$ cat config.mk
export PLATFORM = sky130hd
export DESIGN_NAME = phase_sweep_ctrl_flat
export DESIGN_NICKNAME = d
export VERILOG_FILES = /design/src/rtl/phase_sweep_ctrl_if.sv /design/src/rtl/phase_sweep_ctrl.sv /design/src/flat_wrapper.sv
export SDC_FILE = /design/constraint.sdc
export NUM_CORES = 1
export LEC_CHECK = 0
export BUFFER_PORTS_ARGS = -buffer_cell sky130_fd_sc_hd__clkbuf_2
export CAP_MARGIN = 30
export CORE_AREA = 2 2 122 243
export CTS_BUF_LIST = sky130_fd_sc_hd__clkbuf_16
export CTS_CLUSTER_DIAMETER = 30
export DETAILED_ROUTE_END_ITERATION = 8
export DIE_AREA = 0 0 124 245
export GPL_ROUTABILITY_DRIVEN = 0
export MAX_ROUTING_LAYER = met4
export PLACE_DENSITY_LB_ADDON = 0.08
export SLEW_MARGIN = 20
export SYNTH_ARGS = -nofsm -noshare
export SYNTH_HDL_FRONTEND = slang
export SYNTH_SLANG_ARGS = --single-unit
$ cat constraint.sdc
create_clock -name clock -period 8.47 [get_ports clock]
set_input_delay 1.694 -clock clock [delete_from_list [all_inputs] [get_ports clock]]
set_output_delay 1.694 -clock clock [all_outputs]
set_load 0.05 [all_outputs]
$ cat src/rtl/phase_sweep_ctrl_if.sv
//==============================================================================
// phase_sweep_ctrl_if : control/status bundle between host and phase sweep ctrl
// Revision: 1.0
//==============================================================================
`default_nettype none

interface phase_sweep_ctrl_if #(
  parameter int NB_BER = 64,
  parameter int NB_WIN = 32
);
  logic              i_start;
  logic              i_abort;
  logic [NB_WIN-1:0] i_window;
  logic [NB_BER-1:0] i_error_count_I;
  logic [NB_BER-1:0] i_error_count_Q;
  logic              o_enb_tx;
  logic              o_enb_rx;
  logic              o_reset_ber;
  logic [1:0]        o_phase_sel;
  logic              o_busy;
  logic              o_done;
  logic              o_valid;
  logic [1:0]        o_best_phase;
  logic [NB_BER:0]   o_best_errors;
  logic              o_lock;

  modport master (
    output i_start, i_abort, i_window, i_error_count_I, i_error_count_Q,
    input  o_enb_tx, o_enb_rx, o_reset_ber, o_phase_sel, o_busy, o_done,
           o_valid, o_best_phase, o_best_errors, o_lock
  );

  modport slave (
    input  i_start, i_abort, i_window, i_error_count_I, i_error_count_Q,
    output o_enb_tx, o_enb_rx, o_reset_ber, o_phase_sel, o_busy, o_done,
           o_valid, o_best_phase, o_best_errors, o_lock
  );
endinterface

`default_nettype wire

$ cat src/rtl/phase_sweep_ctrl.sv
//==============================================================================
// phase_sweep_ctrl : sweeps the 4 RX sampling offsets, measures I+Q BER per
// offset and selects the offset with the fewest errors.
// Revision: 1.0
//==============================================================================
`default_nettype none

module phase_sweep_ctrl #(
  parameter int NB_BER = 64,
  parameter int NB_WIN = 32,
  parameter int SETTLE = 1024
) (
  input  wire logic          clock,
  input  wire logic          reset,
  phase_sweep_ctrl_if.slave  bus
);

  localparam int NB_SET = $clog2(SETTLE + 1);
  localparam int NB_CNT = (NB_WIN > NB_SET) ? NB_WIN : NB_SET;
  localparam logic [NB_CNT-1:0] SETTLE_LAST = NB_CNT'(SETTLE - 1);

  localparam logic [2:0] ST_IDLE   = 3'd0;
  localparam logic [2:0] ST_SETTLE = 3'd1;
  localparam logic [2:0] ST_CLR    = 3'd2;
  localparam logic [2:0] ST_MEAS   = 3'd3;
  localparam logic [2:0] ST_EVAL   = 3'd4;
  localparam logic [2:0] ST_FINAL  = 3'd5;

  logic [2:0]        state, state_nxt;
  logic [NB_CNT-1:0] cnt, cnt_nxt;
  logic [NB_CNT-1:0] meas_last, meas_last_nxt;
  logic [1:0]        phase, phase_nxt;
  logic [1:0]        best, best_nxt;
  logic [NB_BER:0]   min_err, min_err_nxt;
  logic [NB_BER:0]   sum;
  logic              result_ok, result_ok_nxt;
  logic              abort_go, start_go;

  logic              enb, enb_nxt;
  logic              reset_ber, reset_ber_nxt;
  logic [1:0]        phase_sel, phase_sel_nxt;
  logic              busy, busy_nxt;
  logic              done, done_nxt;
  logic              valid, valid_nxt;
  logic [1:0]        best_phase, best_phase_nxt;
  logic [NB_BER:0]   best_errors, best_errors_nxt;
  logic              lock, lock_nxt;

  assign abort_go = bus.i_abort && (state != ST_IDLE);
  assign start_go = (state == ST_IDLE) && bus.i_start && !bus.i_abort;
  assign sum      = {1'b0, bus.i_error_count_I} + {1'b0, bus.i_error_count_Q};

  always_ff @(posedge clock or posedge reset) begin
    if (reset) begin
      state       <= ST_IDLE;
      cnt         <= '0;
      meas_last   <= '0;
      phase       <= 2'd0;
      best        <= 2'd0;
      min_err     <= '1;
      result_ok   <= 1'b0;
      enb         <= 1'b0;
      reset_ber   <= 1'b0;
      phase_sel   <= 2'd0;
      busy        <= 1'b0;
      done        <= 1'b0;
      valid       <= 1'b0;
      best_phase  <= 2'd0;
      best_errors <= '1;
      lock        <= 1'b0;
    end else begin
      state       <= state_nxt;
      cnt         <= cnt_nxt;
      meas_last   <= meas_last_nxt;
      phase       <= phase_nxt;
      best        <= best_nxt;
      min_err     <= min_err_nxt;
      result_ok   <= result_ok_nxt;
      enb         <= enb_nxt;
      reset_ber   <= reset_ber_nxt;
      phase_sel   <= phase_sel_nxt;
      busy        <= busy_nxt;
      done        <= done_nxt;
      valid       <= valid_nxt;
      best_phase  <= best_phase_nxt;
      best_errors <= best_errors_nxt;
      lock        <= lock_nxt;
    end
  end

  always_comb begin
    state_nxt = state;
    if (abort_go) begin
      state_nxt = ST_IDLE;
    end else begin
      case (state)
        ST_IDLE:   if (start_go) state_nxt = ST_SETTLE;
        ST_SETTLE: if (cnt == SETTLE_LAST) state_nxt = ST_CLR;
        ST_CLR:    state_nxt = ST_MEAS;
        ST_MEAS:   if (cnt == meas_last) state_nxt = ST_EVAL;
        ST_EVAL:   state_nxt = (phase == 2'd3) ? ST_FINAL : ST_SETTLE;
        ST_FINAL:  state_nxt = ST_IDLE;
        default:   state_nxt = ST_IDLE;
      endcase
    end
  end

  // Outputs are registered: this block computes their values for the next state.
  always_comb begin
    cnt_nxt = ((state_nxt == state) && ((state == ST_SETTLE) || (state == ST_MEAS)))
              ? cnt + NB_CNT'(1) : '0;

    meas_last_nxt = meas_last;
    if (start_go)
      meas_last_nxt = (bus.i_window == '0) ? '0 : NB_CNT'(bus.i_window - NB_WIN'(1));

    phase_nxt   = phase;
    best_nxt    = best;
    min_err_nxt = min_err;
    if (start_go) begin
      phase_nxt   = 2'd0;
      best_nxt    = 2'd0;
      min_err_nxt = '1;
    end else if (state == ST_EVAL) begin
      if (sum < min_err) begin
        min_err_nxt = sum;
        best_nxt    = phase;
      end
      if (state_nxt == ST_SETTLE) phase_nxt = phase + 2'd1;
    end

    enb_nxt       = abort_go ? 1'b0 : ((state_nxt != ST_IDLE) ? 1'b1 : enb);
    busy_nxt      = (state_nxt == ST_SETTLE) || (state_nxt == ST_CLR) ||
                    (state_nxt == ST_MEAS)   || (state_nxt == ST_EVAL);
    reset_ber_nxt = (state_nxt == ST_CLR) || (state_nxt == ST_FINAL);
    done_nxt      = (state_nxt == ST_FINAL);
    result_ok_nxt = (state_nxt == ST_FINAL) ? 1'b1 : result_ok;

    phase_sel_nxt   = phase_nxt;
    valid_nxt       = valid;
    lock_nxt        = lock;
    best_phase_nxt  = best_phase;
    best_errors_nxt = best_errors;
    if (abort_go) begin
      // A stale result from an earlier completed sweep stays published.
      phase_sel_nxt = 2'd0;
      valid_nxt     = result_ok;
      lock_nxt      = result_ok && (best_errors == '0);
    end else if (start_go) begin
      valid_nxt = 1'b0;
      lock_nxt  = 1'b0;
    end else if (state_nxt == ST_FINAL) begin
      phase_sel_nxt   = best_nxt;
      valid_nxt       = 1'b1;
      lock_nxt        = (min_err_nxt == '0);
      best_phase_nxt  = best_nxt;
      best_errors_nxt = min_err_nxt;
    end else if (state_nxt == ST_IDLE) begin
      phase_sel_nxt = phase_sel;
    end
  end

  assign bus.o_enb_tx      = enb;
  assign bus.o_enb_rx      = enb;
  assign bus.o_reset_ber   = reset_ber;
  assign bus.o_phase_sel   = phase_sel;
  assign bus.o_busy        = busy;
  assign bus.o_done        = done;
  assign bus.o_valid       = valid;
  assign bus.o_best_phase  = best_phase;
  assign bus.o_best_errors = best_errors;
  assign bus.o_lock        = lock;

endmodule

`default_nettype wire
$ cat src/flat_wrapper.sv
// flat-port wrapper written by rule: the top's interface ports become plain ports
module phase_sweep_ctrl_flat 
#(
  parameter int NB_BER = 64,
  parameter int NB_WIN = 32,
  parameter int SETTLE = 1024
)
  (clock, reset, bus_i_start, bus_i_abort, bus_i_window, bus_i_error_count_I, bus_i_error_count_Q, bus_o_enb_tx, bus_o_enb_rx, bus_o_reset_ber, bus_o_phase_sel, bus_o_busy, bus_o_done, bus_o_valid, bus_o_best_phase, bus_o_best_errors, bus_o_lock);
  phase_sweep_ctrl_if #(.NB_BER(NB_BER), .NB_WIN(NB_WIN)) bus_i ();
  input  wire logic clock;
  input  wire logic reset;
  input wire logic [$bits(bus_i.i_start)-1:0] bus_i_start;
  input wire logic [$bits(bus_i.i_abort)-1:0] bus_i_abort;
  input wire logic [$bits(bus_i.i_window)-1:0] bus_i_window;
  input wire logic [$bits(bus_i.i_error_count_I)-1:0] bus_i_error_count_I;
  input wire logic [$bits(bus_i.i_error_count_Q)-1:0] bus_i_error_count_Q;
  output wire logic [$bits(bus_i.o_enb_tx)-1:0] bus_o_enb_tx;
  output wire logic [$bits(bus_i.o_enb_rx)-1:0] bus_o_enb_rx;
  output wire logic [$bits(bus_i.o_reset_ber)-1:0] bus_o_reset_ber;
  output wire logic [$bits(bus_i.o_phase_sel)-1:0] bus_o_phase_sel;
  output wire logic [$bits(bus_i.o_busy)-1:0] bus_o_busy;
  output wire logic [$bits(bus_i.o_done)-1:0] bus_o_done;
  output wire logic [$bits(bus_i.o_valid)-1:0] bus_o_valid;
  output wire logic [$bits(bus_i.o_best_phase)-1:0] bus_o_best_phase;
  output wire logic [$bits(bus_i.o_best_errors)-1:0] bus_o_best_errors;
  output wire logic [$bits(bus_i.o_lock)-1:0] bus_o_lock;
  assign bus_i.i_start = bus_i_start;
  assign bus_i.i_abort = bus_i_abort;
  assign bus_i.i_window = bus_i_window;
  assign bus_i.i_error_count_I = bus_i_error_count_I;
  assign bus_i.i_error_count_Q = bus_i_error_count_Q;
  assign bus_o_enb_tx = bus_i.o_enb_tx;
  assign bus_o_enb_rx = bus_i.o_enb_rx;
  assign bus_o_reset_ber = bus_i.o_reset_ber;
  assign bus_o_phase_sel = bus_i.o_phase_sel;
  assign bus_o_busy = bus_i.o_busy;
  assign bus_o_done = bus_i.o_done;
  assign bus_o_valid = bus_i.o_valid;
  assign bus_o_best_phase = bus_i.o_best_phase;
  assign bus_o_best_errors = bus_i.o_best_errors;
  assign bus_o_lock = bus_i.o_lock;
  phase_sweep_ctrl #(.NB_BER(NB_BER), .NB_WIN(NB_WIN), .SETTLE(SETTLE)) u_core (.clock(clock), .reset(reset), .bus(bus_i));
endmodule
==> metrics.txt, run 1 <==
hold buffer count at CTS 0; Post-Syn Nets 2,198; final setup fails 0; TritonCTS clock tree done; WHS Path Cells 1; Logic pwr share 20.9%; Layout area overhead 17.5%; clock network power share 45.5%; post-CTS setup buffers 0; Pleak 8.88 nW; worst slack, placed 344 ps; synthesized area 15,700 sq um; Arrival @ worst endpoint around 8000 ps; # port buffers 239; Chip Width 124 microns; Worst Hold End u_core.result_ok; Hold Crit Class reg -> reg; CP Launch Type primary input; pwr/cell area 172 nW/um^2; detailed-route wire length roughly 48,000 microns; Total Nets Final 2,417; Total GRT Usage about a third; kind of critical path in -> reg; max-slew violations 0; RSZ-0062 raised after global routing no; TritonCTS buffer count 38; worst slew pin tran 1040 ps; Fin Setup TNS 0 ps; Via-to-Cell Ratio 6.00; Seq/Total Area, Yosys 34.7%; vias after detailed routing 15,000; register area 5470 sq um; Final min period between 7000 and 8000 ps; Die Y roughly 250 microns; # rows 88; clock tree root buffer cell clkbuf_16; Slew HR between 30% and 40%; fraction of registers with async set/reset 100%; #FFs+latches synth 212; Worst Hold Launch u_core.result_ok; clock buffer depth 3; Multi-input gate area 9490 sq um; worst r2r path cells 15; R2R Path End u_core.bus.o_lock; DIE AREA 30,400 sq um; wire per inst around 19 microns; Reg2Reg Launch Point u_core.min_err[28]; Post-Syn Instances 1,902; maxcap violations 0; Internal Dissipation 2.17 mW; Setup Skew 19.0 ps; HPWL after detailed placement 36,600 microns; Reg power frac 33.6%; crit end category flop; slack of the critical path 741 ps; Critical Path Fanout Max 32; number of flops mapped to enable cells by yosys 0; total congestion overflow 0; synth warn 0; antenna-violating nets left 0; Sink Count ~210; Sw Ratio 31.9%; net switching power 1.01 mW; most frequent cells in the layout 289 x nand2_1, 239 x clkbuf_2, 159 x nor2_1; fillers 2,552; status completed; core area 28,600 sq um; clock latency on the worst-skew pair 520 ps; Residual DRC 0; first-pass GRT wire length 73,900 microns; largest net degree at the start of global routing between 100 and 150; FMAX 0.129 GHz; VDD IR max 0.201 mV; initial antenna violation count 0; synth unique cells 91; r2r setup slk 4060 ps; effective utilization at floorplan 55.0%; Primary FF master, synth dfstp_2; hold slack 464 ps; DRT iter0 DRCs 1,222; post-cts repair resize count 0; period utilisation layout 91.3%; diode count 0; vias in the first global route 13,800; clk slew on worst S/H paths about 50 ps; syn avg cell area 8.27 sq um; fraction of layout cells with a size suffix above 1 between 20% and 30%; I/O Pins 240; most common cell after layout, fill and taps aside nand2_1; worst endpoint required time 8910 ps; H-tree levels 2; Final Hold Viols 0; TritonRoute pass-1 iters 7
[cell type report]
| type | count | share of cell area [%] |
|---|---|---|
| flip-flops and latches | 212 | 29.6 |
| repair buffers | 264 | 7.88 |
| clock inverters | 30 | 1.27 |
| clock buffers | 39 | 5.28 |
| multi-input cells | 1496 | 51.3 |
| well taps | 360 | 2.44 |
| inverters | 109 | 2.25 |
[cell usage after synthesis, types with 5 or more instances]
cell type | number | area [sq um]
a211o_1 | 9 | 78.8
a211oi_1 | 8 | 60.1
a21o_1 | 25 | 188
a21oi_1 | 144 | 721
a31oi_1 | 41 | 257
and2_1 | 8 | 50.1
and3_1 | 21 | 131
and4_1 | 9 | 78.8
buf_2 | 10 | 50.1
clkbuf_1 | 64 | 240
dfrtp_1 | 82 | 2050
dfstp_2 | 130 | 3420
ha_1 | 131 | 1640
inv_1 | 108 | 405
mux2_2 | 10 | 113
mux2i_1 | 6 | 60.1
nand2_1 | 290 | 1090
nand2b_1 | 16 | 100
nand3_1 | 42 | 210
nand3b_1 | 5 | 37.5
nand4_1 | 53 | 332
nor2_1 | 159 | 597
nor2b_1 | 8 | 50.1
nor3_1 | 33 | 165
nor4_1 | 48 | 300
o211ai_1 | 20 | 150
o21a_1 | 14 | 105
o21ai_0 | 130 | 651
o21ai_1 | 12 | 60.1
o21bai_1 | 11 | 82.6
o31ai_1 | 6 | 45.0
or3_1 | 8 | 50.1
or4_1 | 9 | 67.6
xnor2_1 | 65 | 569
xor2_1 | 77 | 674
[registers in the layout (all words and copies together), names as in the netlist]
signal,flops
u_core.min_err,65
u_core.bus.o_phase_sel,2
u_core.bus.o_lock,1
u_core.state,3
u_core.best,2
u_core.cnt,32
u_core.bus.o_best_errors,65
u_core.bus.o_busy,1
u_core.phase,2
u_core.bus.o_valid,1
u_core.bus.o_done,1
u_core.bus.o_reset_ber,1
u_core.meas_last,32
u_core.bus.o_best_phase,2
u_core.result_ok,1
u_core.bus.o_enb_rx,1
[worst max-delay path, cell delays in order]
cell,delay [ps]
clkbuf_2,80
ha_1,440
a21oi_1,260
o21ai_1,120
a2111oi_0,450
o21bai_1,150
a41o_1,260
o2111ai_1,480
nand2_1,160
a41oi_1,270
xor2_1,300
inv_1,80
ha_1,290
nand4_1,180
nor4_4,420
nand2_2,110
nor3_4,250
o311ai_1,260
and2_2,480
a211o_1,380
a2111oi_2,290
nand4_1,160
nor4_2,280
nand4_1,180
o21ai_1,140
[metrics by stage]
| stage | util [%] | cells | power (mW) | instance area (sq um) |
|---|---|---|---|---|
| floorplan | - | 1902 | 1.52 | 15700 |
| global placement | 60.1 | 2438 | 1.73 | 17200 |
| detailed placement | 60.1 | 2438 | 1.73 | 17200 |
| CTS | 64.3 | 2507 | 3.19 | 18400 |
| global route | 64.6 | 2510 | 3.32 | 18500 |
| finish | 64.6 | 2510 | 3.18 | 18500 |
[routing by layer]
layer	up-vias	GRT usage (%)	routed length [microns]
met3	118	5.16	3190
met1	7139	42.1	20200
met4	0	14.3	2350
met5	-	-	0
met2	571	48.9	22200
li1	7221	-	-
[power by group through the flow]
stage | Sequential (mW) | Clock [mW] | Combinational, mW
after floorplan | 1.08 | 0 | 0.440
after CTS | 1.07 | 1.46 | 0.652
after detailed placement | 1.08 | 0 | 0.645
after global routing | 1.07 | 1.51 | 0.730
after global placement | 1.08 | 0 | 0.644
final | 1.07 | 1.45 | 0.664
[worst max path at each step]
stage,startpoint,endpoint,slack (ps),cells after the start
4_1_cts,bus_i_error_count_Q[38],u_core.bus.o_lock,860,25
6_report,bus_i_error_count_Q[38],u_core.bus.o_lock,740,25
3_3_place_gp,bus_i_error_count_Q[38],u_core.bus.o_lock,600,24
5_1_grt,bus_i_error_count_Q[38],u_core.bus.o_lock,440,26
3_5_place_dp,bus_i_error_count_Q[38],u_core.bus.o_lock,340,25
2_1_floorplan,reset,u_core.best[0],1200,1
[logic make-up after synthesis]
kind of cell	share of synthesized area, %
DFF	34.7
muxes	1.10
AOI/OAI and AO/OA	18.7
xor gates and xnor gates	7.90
and+or+nand+nor	22.0
adders and majority gates	10.5
buffers and inverters	5.06
Note: power is estimated with default switching activity, not from simulation.
==> run 2: changes to the inputs <==
--- a/config.mk
+++ b/config.mk
@@ -7,11 +7,11 @@
 export LEC_CHECK = 0
 export BUFFER_PORTS_ARGS = -buffer_cell sky130_fd_sc_hd__clkbuf_2
 export CAP_MARGIN = 30
-export CORE_AREA = 2 2 122 243
+export CORE_AREA = 2 2 125 249
 export CTS_BUF_LIST = sky130_fd_sc_hd__clkbuf_16
 export CTS_CLUSTER_DIAMETER = 30
 export DETAILED_ROUTE_END_ITERATION = 8
-export DIE_AREA = 0 0 124 245
+export DIE_AREA = 0 0 127 251
 export GPL_ROUTABILITY_DRIVEN = 0
 export MAX_ROUTING_LAYER = met4
 export PLACE_DENSITY_LB_ADDON = 0.08
==> constraint.sdc (replaced) <==
create_clock -name clock -period 7 [get_ports clock]
set_input_delay 1.4 -clock clock [delete_from_list [all_inputs] [get_ports clock]]
set_output_delay 1.4 -clock clock [all_outputs]
set_load 0.05 [all_outputs]
==> run 2 against run 1 <==
Effect of this change: total power increased by 27%; clock power increased by 30%; flip-flop and latch count unchanged; die area increased by 4.9%; worst setup slack got worse by 380 ps; global-route usage decreased by 0.81 points; largest cell class unchanged.
==> metrics.txt, run 2 (synthesized netlist as in run 1, its figures left out) <==
DRT iter0 DRCs 1,137; DIE AREA 31,900 sq um; RSZ-0062 raised after global routing no; Slew HR between 30% and 40%; effective utilization at floorplan 52.5%; TritonCTS clock tree done; crit path max-delay cell type or4_1; first-pass GRT wire length 77,700 microns; clock tree root buffer cell clkbuf_16; final total power 4.05 mW; register area 5470 sq um; CP peak stage delay ~500 ps; Sw Ratio 32.1%; slack of the critical path 364 ps; final setup fails 0; Sink Count 212; Internal Dissipation 2.75 mW; total congestion overflow 0; CP Launch Type primary input; Reg power frac 32.0%; HPWL after detailed placement 38,600 microns; Via-to-Cell Ratio between 5 and 6; maxcap violations 0; # rows 90; TritonRoute pass-1 iters 5; Logic pwr share 21.6%; Final Hold Viols 0; post-CTS setup buffers 0; kind of critical path in -> reg; worst slack, placed -202 ps; Worst Hold Launch u_core.bus.o_best_errors[12]; FMAX 0.151 GHz; core area 30,000 sq um; pwr/cell area roughly 210 nW/um^2; vias after detailed routing ~15,000; clock buffer depth 3; diode count 0; Layout area overhead 23.0%; most frequent cells in the layout 289 x nand2_1, 239 x clkbuf_2, 159 x nor2_1; Setup Skew 35.5 ps; fraction of layout cells with a size suffix above 1 27.0%; worst r2r path cells 15; Hold Crit Class reg -> reg; detailed-route wire length 49,100 microns; Die Y between 200 and 300 microns; Chip Width ~130 microns; Reg2Reg Launch Point u_core.min_err[28]; vias in the first global route 14,600; Arrival @ worst endpoint 7070 ps; Final min period 6640 ps; crit end category flop; worst slew pin tran between 900 and 1000 ps; r2r setup slk 2980 ps; wire per inst 18.7 microns; largest net degree at the start of global routing approximately 110; antenna-violating nets left 0; status completed; post-cts repair resize count 0; most common cell after layout, fill and taps aside nand2_1; Total GRT Usage 31.4%; Multi-input gate area roughly 9500 sq um; clk slew on worst S/H paths approximately 50 ps; worst endpoint required time about 7400 ps; Residual DRC 0; initial antenna violation count 0; WHS Path Cells 2; hold buffer count at CTS 0; net switching power 1.30 mW; # port buffers 239; Pleak about 9.4 nW; TritonCTS buffer count 38; max-slew violations 0; I/O Pins 240; R2R Path End u_core.bus.o_lock; VDD IR max 0.258 mV; period utilisation layout 94.8%; clock network power share 46.5%; fillers about 2,700; Worst Hold End u_core.bus.o_best_errors[12]; H-tree levels 2; Total Nets Final 2,521; Critical Path Fanout Max 9; clock latency on the worst-skew pair 540 ps
run 2: changes by cell type in the layout (fill, tap and decap cells not counted), sizes merged:
cell	before	now
buf	25	129
clkbuf	278	280
clkinv	10	11
clkinvlp	7	0
inv	121	126
run 2: worst max-delay path by stage:
stage | from | endpoint | slack, ps | depth (start not counted)
6_report | bus_i_error_count_Q[0] | u_core.bus.o_lock | 360 | 28
4_1_cts | bus_i_error_count_Q[0] | u_core.bus.o_lock | 340 | 28
5_1_grt | bus_i_error_count_Q[10] | u_core.bus.o_lock | 7 | 26
3_5_place_dp | bus_i_error_count_Q[0] | u_core.bus.o_lock | -200 | 28
2_1_floorplan | reset | u_core.best[0] | 20 | 1
3_3_place_gp | bus_i_error_count_Q[38] | u_core.bus.o_lock | -100 | 27
run 2: power groups by stage:
| stage | Combinational [mW] | Sequential, mW | Clock, mW |
|---|---|---|---|
| global placement | 0.850 | 1.31 | 0 |
| global route | 0.959 | 1.30 | 1.96 |
| CTS | 0.864 | 1.29 | 1.90 |
| finish | 0.873 | 1.29 | 1.88 |
| floorplan | 0.532 | 1.31 | 0 |
| detailed placement | 0.855 | 1.31 | 0 |
run 2: worst max-delay path, delay by kind of cell:
kind	cells	cell delay, ps
buf+inv	3	310
simple gates	7	1610
xor+xnor	1	140
compound gates	14	2740
fa+ha+maj	3	840
run 2: per-layer routing:
| metal | global-route usage (%) | part of all wire, % | wire, microns |
|---|---|---|---|
| met5 | - | 0 | 0 |
| met4 | 11.3 | 3.8 | 1860 |
| met3 | 4.72 | 6.4 | 3130 |
| met2 | 50.2 | 48 | 23500 |
| met1 | 40.4 | 42 | 20700 |
run 2: layout make-up:
cell class / count / area share [%]
tap: 368 / 2.38
clock inverter: 29 / 1.49
timing repair buffer: 368 / 11.3
multi-input combinational: 1496 / 49.1
inverter: 109 / 2.15
sequential: 212 / 28.2
clock buffer: 41 / 5.30
run 2: per-stage QoR:
stage	hold slack, ps	instances	TNS, ps	utilization, %	area [sq um]
after floorplan	435	1902	0	-	15700
after global placement	450	2552	-96.2	60.1	18000
after detailed placement	459	2553	-202	60.2	18000
after CTS	472	2623	0	64.6	19300
after global routing	478	2623	0	64.6	19400
final	472	2623	0	64.6	19400
